==> src/rtl/fetch_ctrl.sv <==
// Instruction-fetch sequencer: owns the fetch PC, issues one-outstanding imem requests and
// presents fetched instructions to decode. Define FETCH_CTRL_PERF_EN to add stall/flush counters.
module fetch_ctrl #(
  parameter logic [31:0] RESET_PC  = 32'h8000_0000,
  parameter logic [31:0] NOP_INSTR = 32'h0000_0013
) (
  input  logic        clk_i,
  input  logic        rst_i,
  input  logic        fetch_en_i,
  input  logic        redirect_i,
  input  logic [31:0] redirect_pc_i,
  output logic        imem_req_o,
  output logic [31:0] imem_addr_o,
  input  logic        imem_gnt_i,
  input  logic        imem_rvalid_i,
  input  logic [31:0] imem_rdata_i,
  output logic        instr_valid_o,
  input  logic        instr_ready_i,
  output logic [31:0] instr_o,
  output logic [31:0] pc_o
`ifdef FETCH_CTRL_PERF_EN
  ,
  output logic [31:0] perf_stall_cnt_o,
  output logic [31:0] perf_flush_cnt_o
`endif
);

  typedef enum logic [1:0] {StIdle, StReq, StWait, StHold} state_e;

  state_e      r_state, w_state_next, w_resume_state;
  logic [31:0] r_pc, w_pc_next;
  logic [31:0] r_inflight_pc, w_inflight_pc_next;
  logic [31:0] r_instr, w_instr_next;
  logic [31:0] r_instr_pc, w_instr_pc_next;
  logic        r_kill, w_kill_next;
  logic        w_discard;
  logic [31:0] w_redirect_pc;

  assign w_redirect_pc  = {redirect_pc_i[31:2], 2'b00};
  assign w_resume_state = fetch_en_i ? StReq : StIdle;

  always_comb begin
    w_state_next       = r_state;
    w_pc_next          = r_pc;
    w_inflight_pc_next = r_inflight_pc;
    w_instr_next       = r_instr;
    w_instr_pc_next    = r_instr_pc;
    w_kill_next        = r_kill;
    w_discard          = 1'b0;
    unique case (r_state)
      StIdle: begin
        if (!redirect_i && fetch_en_i) w_state_next = StReq;
      end
      StReq: begin
        if (imem_gnt_i) begin
          w_state_next       = StWait;
          w_kill_next        = redirect_i;
          w_inflight_pc_next = r_pc;
        end
      end
      StWait: begin
        if (imem_rvalid_i) begin
          w_kill_next = 1'b0;
          if (redirect_i || r_kill) begin
            w_discard    = 1'b1;
            w_state_next = w_resume_state;
          end else begin
            w_instr_next    = imem_rdata_i;
            w_instr_pc_next = r_inflight_pc;
            w_pc_next       = r_inflight_pc + 32'd4;
            w_state_next    = StHold;
          end
        end else if (redirect_i) begin
          w_kill_next = 1'b1;
        end
      end
      StHold: begin
        // A redirect voids any coinciding handshake; decode flushes on the same redirect.
        if (redirect_i || instr_ready_i) begin
          w_instr_next = NOP_INSTR;
          w_discard    = redirect_i;
          w_state_next = w_resume_state;
        end
      end
      default: w_state_next = StIdle;
    endcase
    if (redirect_i) w_pc_next = w_redirect_pc;
  end

  always_ff @(posedge clk_i or posedge rst_i) begin
    if (rst_i) begin
      r_state       <= StIdle;
      r_pc          <= RESET_PC;
      r_inflight_pc <= RESET_PC;
      r_instr       <= NOP_INSTR;
      r_instr_pc    <= RESET_PC;
      r_kill        <= 1'b0;
    end else begin
      r_state       <= w_state_next;
      r_pc          <= w_pc_next;
      r_inflight_pc <= w_inflight_pc_next;
      r_instr       <= w_instr_next;
      r_instr_pc    <= w_instr_pc_next;
      r_kill        <= w_kill_next;
    end
  end

  assign imem_req_o    = (r_state == StReq);
  assign imem_addr_o   = r_pc;
  assign instr_valid_o = (r_state == StHold);
  assign instr_o       = r_instr;
  assign pc_o          = r_instr_pc;

`ifdef FETCH_CTRL_PERF_EN
  logic [31:0] r_stall_cnt, r_flush_cnt;

  always_ff @(posedge clk_i or posedge rst_i) begin
    if (rst_i) begin
      r_stall_cnt <= 32'd0;
      r_flush_cnt <= 32'd0;
    end else begin
      if ((r_state == StHold) && !instr_ready_i) r_stall_cnt <= r_stall_cnt + 32'd1;
      if (w_discard) r_flush_cnt <= r_flush_cnt + 32'd1;
    end
  end

  assign perf_stall_cnt_o = r_stall_cnt;
  assign perf_flush_cnt_o = r_flush_cnt;
`endif

endmodule

==> config.mk <==
export PLATFORM = sky130hd
export DESIGN_NAME = fetch_ctrl
export DESIGN_NICKNAME = d
export VERILOG_FILES = /design/src/rtl/fetch_ctrl.sv
export SDC_FILE = /design/constraint.sdc
export NUM_CORES = 1
export LEC_CHECK = 0
export CELL_PAD_IN_SITES_DETAIL_PLACEMENT = 1
export CELL_PAD_IN_SITES_GLOBAL_PLACEMENT = 2
export CORE_AREA = 2 2 146 162
export DETAILED_ROUTE_END_ITERATION = 10
export DIE_AREA = 0 0 148 164
export PLACE_DENSITY = 0.87
export SETUP_SLACK_MARGIN = 0.4
export SYNTH_ARGS = -nofsm -noshare
export SYNTH_HDL_FRONTEND = slang
export SYNTH_SLANG_ARGS = --single-unit
==> constraint.sdc <==
create_clock -name clk_i -period 4.85 [get_ports clk_i]
set_input_delay 1.2125 -clock clk_i [delete_from_list [all_inputs] [get_ports clk_i]]
set_output_delay 1.2125 -clock clk_i [all_outputs]
set_load 0.02 [all_outputs]
Yosys cells after proc, flatten, opt, wreduce, memory -nomap -nowiden
Cells that the tools add are included.

Word-level logic and storage cells: 52. Memory bits (read-only): 0. Input port bits: 71. Bits in writable memories: 0. Register bits: 131. Output and inout port bits: 98. Latch bits: 0. Memories: 0.

Add/sub/neg operators: 1. $mul: 0. Shift operators: 0. Multiplexer cells: 19. Bitwise gates (word level): 1. Div/mod/pow operators: 0. $lt $le $gt $ge: 0. Reduce and logical (&&, ||, !) cells: 15. Equal/unequal tests: 10.

Operator list (count): 32-bit 2-to-1 mux (7); 32-bit case mux with 2 select lines (1); 32-bit by 3-bit adder with 32-bit output, second input constant (1); 2-bit 2-to-1 mux (5); 3-bit AND reduction (3); 2-bit != test, second input constant (4); 2-bit case mux with 4 select lines (1); 4-bit AND reduction (2); 2-bit nonzero test (4); 2-bit == test, second input constant (2); 1-bit 2-to-1 mux (4); 2-bit by 1-bit != test with 1-bit output, second input constant (2); 3-bit != test, second input constant (1); 2-bit by 1-bit == test with 1-bit output, second input constant (1); 2-bit zero test (1); 1-bit logical OR (2); 1-bit case mux with 2 select lines (1); 2-bit AND reduction (1); 1-bit logical AND (1); 1-bit zero test (1); 1-bit NOT (1).

Depth between registers and ports, before layout
Gate-level depths: netlist of the first run.

Depth after elaboration: 5. Depth in mapped cells: 8. Depth with buffers taken out: 6.

Worst setup path after synthesis of the first run
OpenSTA, ideal clock, no wires.

Path type: input to register. Start: in redirect_i. End: reg r_instr[0], in the netlist instr_o[0]. Cell stages on the path: 8. Data arrival time: 2434 ps. Data required time: 4771 ps. Library setup time: 79 ps. Setup slack: 2338 ps. Path buffers: 3. Cell sequence: clkbuf_1 > o21a_1 > a21oi_1 > nand2b_1 > clkbuf_1 > clkbuf_1 > nand2_1 > o21ai_0.

Cells in the longest elaborated chain, start to end: 3. Elaborated cells on any way between the ends: 5. Classes of those cells: 2 x eq/ne; 3 x reduce/logical.

RTL lines: start, declared (line 10) `input logic redirect_i,`; 1-bit logical OR (on tied branches) (line 64, 79); 2-bit != test (no line) or 2-bit by 1-bit != test with 1-bit output (tied branches); 4-bit AND reduction (no line) (*); end signal, assigned (line 102) `r_instr <= w_instr_next;`; end, declared (line 33) `logic [31:0] r_instr, w_instr_next;`.

Mark *: on every way between the ends. The rest lies on a longest branch, timed or not. A chain may end at the register's enable or synchronous reset.

Worst setup path after layout of the first run
Start: reg r_state[1]. End: out instr_valid_o.

Cells in the longest elaborated chain, start to end: 1.

RTL lines: start, declared (line 30) `state_e r_state, w_state_next, w_resume_state;`; start signal, assigned (line 92) `r_state <= StIdle;`; start signal, assigned (line 99) `r_state <= w_state_next;`; 2-bit == test (line 110) `assign instr_valid_o = (r_state == StHold);`; end, declared (line 17) `output logic instr_valid_o,`.

No other way between the ends.

==> results of run 1 <==
==> layout make-up <==
| type | instances | area [um^2] |
|---|---|---|
| repair buffers | 175 | 1740 |
| fillers | 2590 | 14200 |
| clock buffers | 24 | 472 |
| inverters | 9 | 37.5 |
| clock inverters | 8 | 128 |
| flip-flops and latches | 131 | 3290 |
| well taps | 300 | 375 |
| multi-input cells | 431 | 2370 |
==> sequential cells by signal, indices dropped and copies added, names as in the netlist <==
register / flops
r_kill: 1
r_state: 2
instr_o: 32
imem_addr_o: 32
pc_o: 32
r_inflight_pc: 32
==> per-stage QoR <==
stage	cell area, um^2	utilization (%)
after global placement	7810	34.5
final	8410	37.1
after detailed placement	7810	34.5
after global routing	8410	37.1
after CTS	8410	37.1
after floorplan	5830	-
==> per-layer routing <==
metal	wire length (um)	share of wire [%]	global-route usage [%]	up-vias
met3	1300	7.3	5.72	21
met5	10	0.056	0	-
met1	7820	44	18.9	2423
li1	-	-	-	2367
met4	217	1.2	4.55	2
met2	8480	48	24.8	130
==> cells in the mapped netlist, drive strengths merged, types with 3 or more instances <==
master	instances	area, um^2
a211oi	3	22.5
a21oi	21	105
and3	8	50.1
clkbuf	35	131
dfrtp	125	3130
dfstp	6	158
inv	9	33.8
mux2	32	360
mux2i	5	50.1
nand2	194	728
nand2b	3	18.8
nand3	10	55.1
nand4	6	43.8
nor2	20	75.1
nor3	9	45.0
nor4	7	58.8
o21ai	59	295
o221ai	8	70.1
o22ai	4	25.0
or3	4	25.0
or4	3	30.0
xnor2	13	114
xor2	9	78.8
==> final timing paths <==
| check | end | depth (start not counted) |
|---|---|---|
| max in group asynchronous | instr_o[31] | 3 |
| min reg2reg | pc_o[31] | 2 |
| max | instr_valid_o | 4 |
| min in group asynchronous | pc_o[7] | 2 |
| max reg2reg | imem_addr_o[16] | 6 |
| min | pc_o[31] | 2 |
==> worst min-delay path: stages (launching register included) <==
cell and delay (ps):
dfstp_2 360, nand2_1 50, nand2_1 50
==> where the power goes <==
part | leakage (nW) | switching (W) | internal, W | total, W
registers | 1.63 | 0.000381 | 0.00152 | 0.00190
logic | 1.72 | 0.000986 | 0.000895 | 0.00188
clock network | 0.285 | 0.000500 | 0.000838 | 0.00134
total | 3.64 | 0.00187 | 0.00325 | 0.00512
==> cells by family (layout without fill, tap and decap cells) <==
family                   after synthesis  after routing
buffers and inverters                 46            216
AO/OA/AOI/OAI                        102            102
AND/OR/NAND/NOR                      269            269
multiplexers                          37             37
XOR/XNOR                              22             22
adder cells (fa/ha/maj)                1              1
flip-flops                           131            131
==> layout by cell type, fill, tap and decap left out, drive strengths merged, types with 2 or more instances in the layout <==
master	instances
xor2	9
a21oi	21
and4	2
or4	3
clkbuf	24
nand2b	3
nor4	7
clkinvlp	3
dfrtp	125
or3	4
clkdlybuf4s50	165
o221ai	8
dfstp	6
nand2	194
nor3b	2
bufinv	3
mux2	32
nand3	10
inv	8
mux2i	5
buf	10
a211oi	3
xnor2	13
nor3	9
nor2	20
and3	8
o22ai	4
o21ai	59
clkinv	3
nand4	6
==> qor.yml, run 1 <==
status: "complete, no violations"
setup_viol: 0
die_w_um: 148
grt_max_degree: 80
grt_pass1_wl_um: 28800
hpwl_um: 12100
critPathCaptureType: "output pin"
slowest_delay_ps: 650
floorplan.initialDensity_pct: 25.7
post-cts-setup-buffers: 0
crit_required_ps: 3640
synthMuxAreaShare_pct: 7.05
dominantRegCellSynth: "dfrtp_1"
cts.sinks: 131
crit_type: "reg -> out"
syn_to_final_growth_pct: 44.4
maxCapViolations: 0
cts-hold-fix-buffers: 0
dpl.cell_count: 1046
cts-resized-gates: 0
synth_xor_area_share_pct: 3.31
synth_top_family_by_area: "simple AND/OR/NAND/NOR gates"
power_leakage_nw: 3.64
grt_usage_pct: 15.2
num_vias: 4943
max_clock_freq_mhz: 303
ant_nets: 0
yosysWarningCount: 0
clk_pin_slew_ps: 60
cts_tree: "yes"
syn-mean-instance-area_um2: 9.58
root_buffer: "clkbuf_16"
drc: 0
syn-cell-area_um2: 5820
fp.coreArea_um2: 22600
yosysUniqueCellTypes: 40
slowest_stage: "clkdlybuf4s50_1"
gp_congestion: 0.722
cp_max_fo: 30
crit_start: "r_state[1]"
synth_edf_count: 0
hp-start: "pc_o[31]"
finalPower_w: 0.00512
powerDensity_nw_per_um2: 609
io_buffers: 166
synth_fa_ha_area_share_pct: 0.215
dieArea_um2: 24300
setup.worst_path.start_class: "flop"
hp-class: "reg -> reg"
rrSetupSlack_ps: 2430
nets: 837
final.period_utilization_pct: 68.1
cp_cell_sequence: "nand2_1, buf_4, inv_1, clkdlybuf4s50_1"
regToRegStartpoint: "r_inflight_pc[2]"
avgViaCountPerCell: 4.59
synthSimpleGateAreaFrac_pct: 20.1
synth_async_sr_flop_share_pct: 100
ir_drop_mv: 0.261
diodes: 0
rsz0062_at_grt: "no"
drive_gt1_share_pct: 11.2
die_h_um: 164
fin_tns_setup_ps: 0
layout.cells.non_filler: 1078
slew_headroom_pct: 27.1
antenna_found_initial: 1
routed_wl_um: 17800
fin_ws_ps: 1550
drt-initial-drc-count: 224
grt_pass1_vias: 5220
rows: 58
dp_slack_ps: 1400
cpLargestDelayFamily: "buffers and inverters"
fin_crit_ps: 3300
globalRouteOverflowTotal: 0
cts_buffers: 17
yosys_register_bits: 131
synthCells: 608
worst-path-buf-inv: 3
htreeDepth: 4
synth_compound_area_share_pct: 9.84
maxSlewViolCount: 0
yosysSeqAreaShare_pct: 56.4
clk_latency_ps: 420
hold_slack_ps: 458
fin_worst_skew_ps: 11.9
clock_path_buffers: 2
syn_nets: 680
wire_per_inst_um: 16.5
dr.pass1.iters: 4
worst_pin_slew_ps: 1090
hold_viol: 0
crit_arrival_ps: 2090
ios: 169
(Power assumes the default switching activity.)
==> inputs of run 2 (changes only) <==
Clock period 4.85 ns to 2.66 ns, I/O delays scaled along.
==> run 2 against run 1 <==
Design area grew 1.1%. Non-clock buffer count grew 12. Sequential share of layout area shrank 0.37 points. Critical endpoint is now imem_addr_o[26]. Largest cell class unchanged. Clock power grew 66%. Largest power group is now combinational cells. Total power grew 79%. Clock skew shrank 3.6 ps. Highest routed layer is now met4.
==> qor.yml, run 2 (synthesis gave the netlist of run 1 again) <==
status: "complete, no violations"
grt_pass1_wl_um: 29400  # +2.0%
dr.pass1.iters: 4  # unchanged
fp.coreArea_um2: 22600  # unchanged
holdPathStages: 2  # unchanged
clockPowerShare_pct: 24.3  # -1.8 points
regToRegStartpoint: "r_inflight_pc[2]"
slowest_stage: "or4_4"
drive_gt1_share_pct: 13.0  # +1.9 points
final.period_utilization_pct: 83.9
fin_tns_setup_ps: 0  # unchanged
num_vias: 4943  # unchanged
rows: 58  # unchanged
dieArea_um2: 24300  # unchanged
hold_viol: 0  # unchanged
cp_cell_sequence: "ha_1, nand3_1, or4_4, buf_4, nor4_4, xnor2_1, o221ai_1"
ff2ff_path_depth: 7  # +1
maxSlewViolCount: 0  # unchanged
hp-start: "pc_o[31]"
critPathCaptureType: "flop"
layout_commonest_cell: "nand2_1"
cts_tree: "yes"
clk_pin_slew_ps: 60  # about the same
grt_usage_pct: 15.5  # +0.24 points
nets: 849  # +1.4%
ant_nets: 0  # unchanged
maxCapViolations: 0  # unchanged
fin_ws_ps: 429  # -1120 ps
mostFrequentLayoutCells: "nand2_1 (192), clkdlybuf4s50_1 (160), dfrtp_1 (121)"
ios: 169  # unchanged
wire_per_inst_um: 16.5  # about the same
cts_buffers: 17  # unchanged
hpwl_um: 12400  # +2.8%
globalRouteOverflowTotal: 0  # unchanged
crit_required_ps: 2940  # -700 ps
dp_slack_ps: 118  # -1280 ps
diodes: 0  # unchanged
avgViaCountPerCell: 4.53  # -1.1%
rsz0062_at_grt: "yes"
max_clock_freq_mhz: 448
die_h_um: 164  # unchanged
r2r-end: "imem_addr_o[26]"
p_seq_share_pct: 37.6  # +0.5 points
antenna_found_initial: 0  # -1
power_leakage_nw: 3.72  # +2.2%
crit_arrival_ps: 2510  # +420 ps
drc: 0  # unchanged
grt_max_degree: 70  # -13%
p_int_w: 0.00581  # +79%
gp_congestion: 0.695  # -3.8%
floorplan.initialDensity_pct: 25.7  # unchanged
cts.sinks: 131  # unchanged
ir_drop_mv: 0.435  # +67%
powerDensity_nw_per_um2: 1080  # +77%
fin_worst_skew_ps: 8.33  # -3.56 ps
worst_pin_slew_ps: 809  # -282 ps
syn_to_final_growth_pct: 46.0
p_sw_w: 0.00337  # +81%
slowest_delay_ps: 610  # -40 ps
die_w_um: 148  # unchanged
grt_pass1_vias: 5349  # +2.5%
crit_type: "reg -> reg"
root_buffer: "clkbuf_16"
setup_viol: 0  # unchanged
routed_wl_um: 18000  # +1.2%
clock_path_buffers: 2  # unchanged
cp_max_fo: 10  # -67%
slew_headroom_pct: 45.6  # +19 points
setup.worst_path.start_class: "flop"
drt-initial-drc-count: 217  # -3.1%
fin_crit_ps: 2230
rrSetupSlack_ps: 430  # -2000 ps
sw_frac_of_total_pct: 36.7  # +0.22 points
clk_latency_ps: 410  # about the same
htreeDepth: 4  # unchanged
hp-class: "reg -> reg"
hold_end: "pc_o[31]"
p_comb_share_pct: 38.1  # +1.3 points
io_buffers: 166  # unchanged
fin_util_pct: 37.5  # +0.41 points
[run 2: changes by cell type in the layout (fill, tap and decap cells not counted), sizes merged]
cell           previous run  this run
bufinv                    3         1
buf                      10        22
clkdlybuf4s15             0         2
clkdlybuf4s50           165       160
dlymetal6s2s              0         3
clkinvlp                  3         2
clkbuf                   24        27
[run 2: worst max-delay path by stage]
stage                     startpoint               to  cells after the start
global placement       imem_rvalid_i  imem_addr_o[24]                      7
finish              r_inflight_pc[2]  imem_addr_o[26]                      7
detailed placement     imem_rvalid_i  imem_addr_o[24]                      7
global route        r_inflight_pc[2]  imem_addr_o[26]                      7
CTS                       instr_o[0]       instr_o[0]                      1
floorplan                      rst_i   imem_addr_o[0]                      1
[run 2: layout make-up]
cell class,instances,area [um^2]
Multi-Input combinational cell,431,2380
Clock buffer,27,493
Fill cell,2604,14100
Clock inverter,5,52.6
Sequential cell,131,3290
Tap cell,300,375
Inverter,9,37.5
Timing Repair Buffer,187,1870
[run 2: stage by stage]
step	instances	power (W)	instance area (um^2)	hold slack [ps]
after CTS	1088	0.00931	8470	468
after global routing	1090	0.00983	8500	497
final	1090	0.00918	8500	461
after detailed placement	1056	0.00704	7920	458
after global placement	1056	0.00694	7920	451
after floorplan	608	0.00531	5830	452
[run 2: per-layer routing]
metal	vias to the layer above	GRT usage [%]	share of wire, %
met3	19	5.69	6.8
li1	2378	-	-
met4	0	3.72	1.4
met1	2415	19.6	44
met5	-	0	0
met2	131	25.3	48
[run 2: power groups by stage]
stage	Clock, W	Combinational [W]	Sequential (W)
2_1_floorplan	0	0.00139	0.00392
3_3_place_gp	0	0.00349	0.00345
3_5_place_dp	0	0.00356	0.00348
4_1_cts	0.00229	0.00357	0.00346
5_1_grt	0.00238	0.00387	0.00359
6_report	0.00223	0.00350	0.00345
[run 2: critical path, delay by kind of cell, from the launching register on]
kind / cells / cell delay, ps
buffers and inverters: 1 / 180
DFF: 1 / 420
adders and majority gates: 1 / 210
and+or+nand+nor: 3 / 1000
AOI/OAI and AO/OA: 1 / 120
xor gates and xnor gates: 1 / 160
[run 2: timing repair]
action | CTS | global route
hold endpoints to repair | 0 | 0
buffers inserted | 0 | 2
pin swaps | 0 | 1
setup endpoints to repair | 2 | 7
hold buffers | 0 | 0
gates resized for setup | 5 | 8
